===== config.mk =====
export PLATFORM = sky130hd
export DESIGN_NAME = cafeteira_serial_tx
export DESIGN_NICKNAME = d
export VERILOG_FILES = /design/src/rtl/cafeteira_serial_tx.sv
export SDC_FILE = /design/constraint.sdc
export NUM_CORES = 1
export LEC_CHECK = 0
export ABC_AREA = 1
export CAP_MARGIN = 20
export CORE_AREA = 2 2 60 62
export CTS_CLUSTER_SIZE = 40
export DETAILED_ROUTE_END_ITERATION = 8
export DIE_AREA = 0 0 62 64
export GPL_TIMING_DRIVEN = 0
export PLACE_DENSITY_LB_ADDON = 0.25
export SYNTH_ARGS = -nofsm -noshare
export SYNTH_HDL_FRONTEND = slang
export SYNTH_SLANG_ARGS = --single-unit

===== constraint.sdc =====
create_clock -name clock -period 2.5 [get_ports clock]
set_clock_uncertainty 0.2 [all_clocks]
set_input_delay 0.25 -clock clock [delete_from_list [all_inputs] [get_ports clock]]
set_output_delay 0.25 -clock clock [all_outputs]
set_load 0.005 [all_outputs]

===== src/rtl/cafeteira_serial_tx.sv =====
// Coffee-machine status reporter: sends "P"/"G"/"E" + CR + LF over UART 8N1.
// Ports: clock, reset (sync, active-high), enviar/evento request in,
//        txd serial out (idle high), ocupado busy flag, fim done pulse.
module cafeteira_serial_tx #(
   parameter int CLKS_PER_BIT = 5208
) (
   input  logic       clock,
   input  logic       reset,
   input  logic       enviar,
   input  logic [1:0] evento,
   output logic       txd,
   output logic       ocupado,
   output logic       fim
);

   localparam int TW = (CLKS_PER_BIT > 1) ? $clog2(CLKS_PER_BIT) : 1;
   localparam logic [TW-1:0] LAST = TW'(CLKS_PER_BIT - 1);

   typedef enum logic [1:0] {
      IDLE,
      START,
      DATA,
      STOP
   } state_t;

   state_t        state, state_n;
   logic [TW-1:0] timer, timer_n;
   logic [2:0]    bit_idx, bit_idx_n;
   logic [1:0]    byte_idx, byte_idx_n;
   logic [1:0]    code, code_n;
   logic          txd_n, ocupado_n, fim_n;
   logic [7:0]    code_char, cur_byte;
   logic [2:0]    bit_nxt;
   logic          last;

   always_comb begin
      unique case (code)
         2'b01:   code_char = 8'h50;
         2'b10:   code_char = 8'h47;
         2'b11:   code_char = 8'h45;
         default: code_char = 8'h00;
      endcase
      unique case (byte_idx)
         2'd0:    cur_byte = code_char;
         2'd1:    cur_byte = 8'h0D;
         default: cur_byte = 8'h0A;
      endcase
   end

   assign last    = (timer == LAST);
   assign bit_nxt = bit_idx + 3'd1;

   // Next-state logic. txd is registered, so each branch that crosses a
   // bit boundary also loads the value of the bit being entered.
   always_comb begin
      state_n    = state;
      timer_n    = timer + TW'(1);
      bit_idx_n  = bit_idx;
      byte_idx_n = byte_idx;
      code_n     = code;
      txd_n      = txd;
      ocupado_n  = ocupado;
      fim_n      = 1'b0;
      unique case (state)
         IDLE: begin
            timer_n   = '0;
            txd_n     = 1'b1;
            ocupado_n = 1'b0;
            if (enviar && (evento != 2'b00)) begin
               state_n    = START;
               code_n     = evento;
               bit_idx_n  = '0;
               byte_idx_n = '0;
               txd_n      = 1'b0;
               ocupado_n  = 1'b1;
            end
         end
         START: begin
            if (last) begin
               state_n   = DATA;
               timer_n   = '0;
               bit_idx_n = '0;
               txd_n     = cur_byte[0];
            end
         end
         DATA: begin
            if (last) begin
               timer_n = '0;
               if (bit_idx == 3'd7) begin
                  state_n = STOP;
                  txd_n   = 1'b1;
               end else begin
                  bit_idx_n = bit_nxt;
                  txd_n     = cur_byte[bit_nxt];
               end
            end
         end
         STOP: begin
            if (last) begin
               timer_n = '0;
               if (byte_idx == 2'd2) begin
                  state_n    = IDLE;
                  byte_idx_n = '0;
                  code_n     = '0;
                  txd_n      = 1'b1;
                  ocupado_n  = 1'b0;
                  fim_n      = 1'b1;
               end else begin
                  state_n    = START;
                  byte_idx_n = byte_idx + 2'd1;
                  txd_n      = 1'b0;
               end
            end
         end
         default: state_n = IDLE;
      endcase
   end

   always_ff @(posedge clock) begin
      if (reset) begin
         state    <= IDLE;
         timer    <= '0;
         bit_idx  <= '0;
         byte_idx <= '0;
         code     <= '0;
         txd      <= 1'b1;
         ocupado  <= 1'b0;
         fim      <= 1'b0;
      end else begin
         state    <= state_n;
         timer    <= timer_n;
         bit_idx  <= bit_idx_n;
         byte_idx <= byte_idx_n;
         code     <= code_n;
         txd      <= txd_n;
         ocupado  <= ocupado_n;
         fim      <= fim_n;
      end
   end

endmodule


== Yosys cells after proc, flatten, opt, wreduce, memory -nomap -nowiden ==
Cells that the tools add are included.

* Flip-flop bits (word level): 25
* Output and inout port bits: 3
* Bits of input ports: 5

* Bitwise gates (word level): 2
* Muxes and demuxes: 37
* Magnitude comparators: 1
* Reduce and logical (&&, ||, !) cells: 14
* $add $sub $neg: 3
* Eq/ne operators: 17

{| class="wikitable"
|+ Operators with widths
! cell !! number
|-
| one-hot mux 13 bit (2 select lines) || 1
|-
| two-way mux 2 bit || 11
|-
| one-hot mux 7 bit (3 select lines) || 1
|-
| one-hot mux 8 bit (2 select lines) || 1
|-
| inequality test 2 bit, second input constant || 7
|-
| adder 13 x 1 -> 13 bit, second input constant || 1
|-
| equality test 13 bit, second input constant || 1
|-
| two-way mux 13 bit || 1
|-
| two-way mux 3 bit || 4
|-
| two-way mux 1 bit || 11
|-
| equality test 2 bit, second input constant || 5
|-
| AND reduction 5 bit || 2
|-
| one-hot mux 3 bit (3 select lines) || 1
|-
| AND reduction 3 bit || 3
|-
| one-hot mux 2 bit (2 select lines) || 2
|-
| one-hot mux 2 bit (4 select lines) || 1
|-
| equality test 2 x 1 -> 1 bit, second input constant || 3
|-
| OR reduction 3 bit || 2
|-
| logical NOT 2 bit || 2
|-
| < comparator 3 x 4 -> 1 bit, second input constant || 1
|-
| one-hot mux 1 bit (4 select lines) || 1
|-
| AND reduction 4 bit || 1
|-
| nonzero test 2 bit || 2
|-
| adder 3 x 1 -> 3 bit, second input constant || 1
|-
| other kinds (7) || 8
|}

== Logic depth before layout (Yosys ltp) ==
* Word-level depth: 8
* Depth in mapped cells: 11
* Gate-level depth less buffers: 11

== Worst setup path before layout ==
No wires, ideal clock.

* Path kind: reg2reg
* Start: register state[0]
* End: register state[0]
* Library setup time: 128 ps
* Slack: 832 ps
* Buffers on the path: 0
* Period minus slack after synthesis: 1668 ps
* Required time: 2172 ps
* Arrival: 1340 ps
* Cell stages (with the launch flop): 8
* Cells stage by stage: dfxtp_1 -> inv_1 -> ha_1 -> or2_1 -> o21ai_2 -> nand2_1 -> nand2_1 -> a21oi_1

* Word-level cells in the longest chain between the ends: 3

{| class="wikitable"
|+ RTL lines
! what !! line !! source
|-
| start: declaration || 26 || <nowiki>state_t state, state_n;</nowiki>
|-
| start signal: assignment || 130 || <nowiki>state <= state_n;</nowiki>
|-
| equality test 2 bit (tied with other cells) || 64 || <nowiki>unique case (state)</nowiki>
|-
| inequality test 2 bit (no line) || - ||
|-
| AND reduction 5 bit (no line) || - ||
|}

Parallel ways exist; a longest one is shown, timed or not.
A chain may end at the register's enable or synchronous reset.

== Final worst setup path ==
Same ends and word-level chain as after synthesis.

==> flow_summary.yaml <==
worst_setup_path:
  cp.required_ns: 2.50
  end_kind: "flop"
  cpPeakStageDelay_ns: 0.45
  path_class: "reg -> reg"
  worstRegToRegCells: 7
  cpMostUsedCell: "nand2_1"
  worstPathArrival_ns: 1.88
  path_buf_inv: 1
  crit_path_top_delay_cell: "dfxtp_1"
  r2r_slack_ns: 0.62
  r2r_end: "state[0]"
  crit_family: "simple AND/OR/NAND/NOR gates"
  setup.worst_path.start_class: "flop"
  crit_chain: "inv_1, ha_1, or2_1, o21ai_2, nand2_1, nand2_1, a21oi_1"
  crit_fanout: 6
  reg2reg_from: "state[0]"
drt:
  ant_nets: 0
  remaining_drc_errors: 0
  first_pass_iters: 4
  drt_iter0_drc: 52
  dr_total_vias: 1217
  finalWirelength_um: 2600
  wl_per_cell_um: 9.94
  vias_per_cell: 4.65
cells_and_area:
  fillCellCount: 334
  final_layout_size_suffix_gt1_share_pct: 12.0
  register_area_um2: 500
  fin_cells: 262
  area_growth_pct: 10.0
  final_core_util_pct: 48.2
  multi_input_area_um2: 806
  fin_nets: 230
  n_antenna_cell: 0
clocking:
  cts_tree: "done"
  h-tree-depth: 1
  clk_path_buf_depth: 2
  cts.sinks: 25
  numCtsBuffers: 3
  hold_buffers: 0
  clk_pin_slew_worst_paths_ns: 0.13
  post_cts_buffers: 0
  cts_resized: 0
  cts_root_buffer: "clkbuf_4"
  clk_latency_ns: 0.32
timing:
  report.final.slew_viol_count: 0
  finalCritPeriodShare_pct: 75.4
  holdWs_ns: 0.0975
  finalHoldViolCount: 0
  maxSlewHeadroom_pct: 75.7
  finalCriticalPeriod_ns: 1.88
  setup_violations: 0
  finalSetupTns_ns: 0
  worstMarginPinSlew_ns: 0.365
  grt_setup_unrepaired: "no"
  fmax_mhz: 531
synth:
  synth_most_common_cell: "nand2_1"
  ys_seq_area_share_pct: 34.8
  syn_nets: 219
  synth_area_um2: 1440
  synth_edf_count: 0
  synth_cells: 206
  yosys_warnings: 0
  synth.distinct_cells: 31
  synth.avg_cell_area_um2: 6.98
  synth_top_area_share_pct: 34.8
  ys_ff_latch: 25
  yosys.area.top_type: "dfxtp_1"
  synth_common_cells: "nand2_1, inv_1, dfxtp_1, nor2_1, a21oi_1"
  synthArstFlopShare_pct: 0
  synthFlopType: "dfxtp_1"
  synth_area_leaders: "dfxtp_1, nand2_1, inv_1"
global_route:
  grt_pass1_vias: 1078
  grt_max_degree: 14
  grt_use_total_pct: 14.8
  overflow: 0
  grt_pass1_wl_um: 4490
  antenna_found_initial: 0
power:
  cellPowerDensity_nw_per_um2: 825
  p_seq_share_pct: 39.9
  p_int_mw: 0.762
  swShare_pct: 41.6
  power.switching_mw: 0.543
  clock_power_share_pct: 13.8
  p_leak_nw: 0.625
  p_comb_share_pct: 46.3
  ir_drop_uv: 427
floorplan:
  design.core.area_um2: 3280
  dieArea_um2: 3970
  ios: 8
  rows: 21
  die-height_um: 64
  die_w_um: 62
  start_util_pct: 43.8
outcome:
  outcome: "finished, final reports clean"
hold_path:
  hold_path_end: "ocupado"
  hold_depth: 2
  min_from: "reset"
  hp-class: "in -> reg"
place:
  place.port_buffers: 6
  gp_congestion: 0.836
  numPlacedInstances: 258
  hpwlAfterDp_um: 1980
run:
  drv_cap: 0
## power groups by stage
stage               Combinational [mW]  Clock [mW]  Sequential, mW
finish                           0.604       0.180           0.521
global route                     0.703       0.207           0.531
CTS                              0.608       0.193           0.520
detailed placement               0.604           0           0.527
global placement                 0.595           0           0.529
floorplan                        0.480           0           0.517
## through the flow
| stage | power (mW) | worst slack, ns | area (µm²) |
|---|---|---|---|
| global placement | 1.12 | 0.644 | 1560 |
| global route | 1.44 | 0.483 | 1580 |
| floorplan | 0.997 | 0.832 | 1440 |
| finish | 1.31 | 0.616 | 1580 |
| CTS | 1.32 | 0.620 | 1580 |
| detailed placement | 1.13 | 0.637 | 1560 |
## layer usage
layer | track usage, % | share of wire [%] | up-vias
li1 | - | - | 676
met1 | 20.9 | 54 | 526
met2 | 21.5 | 42 | 13
met3 | 4.86 | 3.1 | 2
met4 | 3.99 | 0.92 | 0
met5 | 0 | 0 | -
## flip-flops by register name (all words and copies together) (netlist names)
name	cells
ocupado	1
bit_idx	3
timer	13
fim	1
state	2
code	2
byte_idx	2
txd	1
## cells in the final DEF, fill, tap and decap left out, drive strengths merged, types with 2 or more instances in the layout
master,Yosys,routed
clkdlybuf4s50,0,6
inv,31,31
dfxtp,25,25
nor3,4,4
a21oi,19,19
nand3b,2,2
buf,2,2
nand2,53,53
or2,2,2
clkbuf,0,4
nand4,2,2
o21ai,7,7
nor2,25,25
ha,8,8
xor2,3,3
nand3,18,18
## final cells by class
type	instances	share of cell area (%)
clock buffer	4	1.66
buffer	2	0.712
inverter	32	7.59
timing repair buffer	6	3.80
multi-input combinational	147	50.9
sequential	25	31.6
tap	46	3.64
## cell families (layout without fill, tap and decap cells)
kind of cell    count (synthesis)  count (layout)  synth area share [%]
compound gates                 27              27                  10.6
xor+xnor                        4               4                  2.44
fa+ha+maj                       8               8                  6.96
buf+inv                        34              44                  9.14
flops                          25              25                  34.8
simple gates                  108             108                  36.0
## how the worst max path moves through the flow
stage	startpoint	end	slack, ns	cells past startpoint
after floorplan	state[0]	state[0]	0.83	7
after global placement	state[0]	state[1]	0.64	7
after detailed placement	state[0]	state[0]	0.64	7
after CTS	state[0]	state[0]	0.62	7
after global routing	state[0]	txd	0.48	7
final	state[0]	state[0]	0.62	7
(Power assumes the default switching activity.)
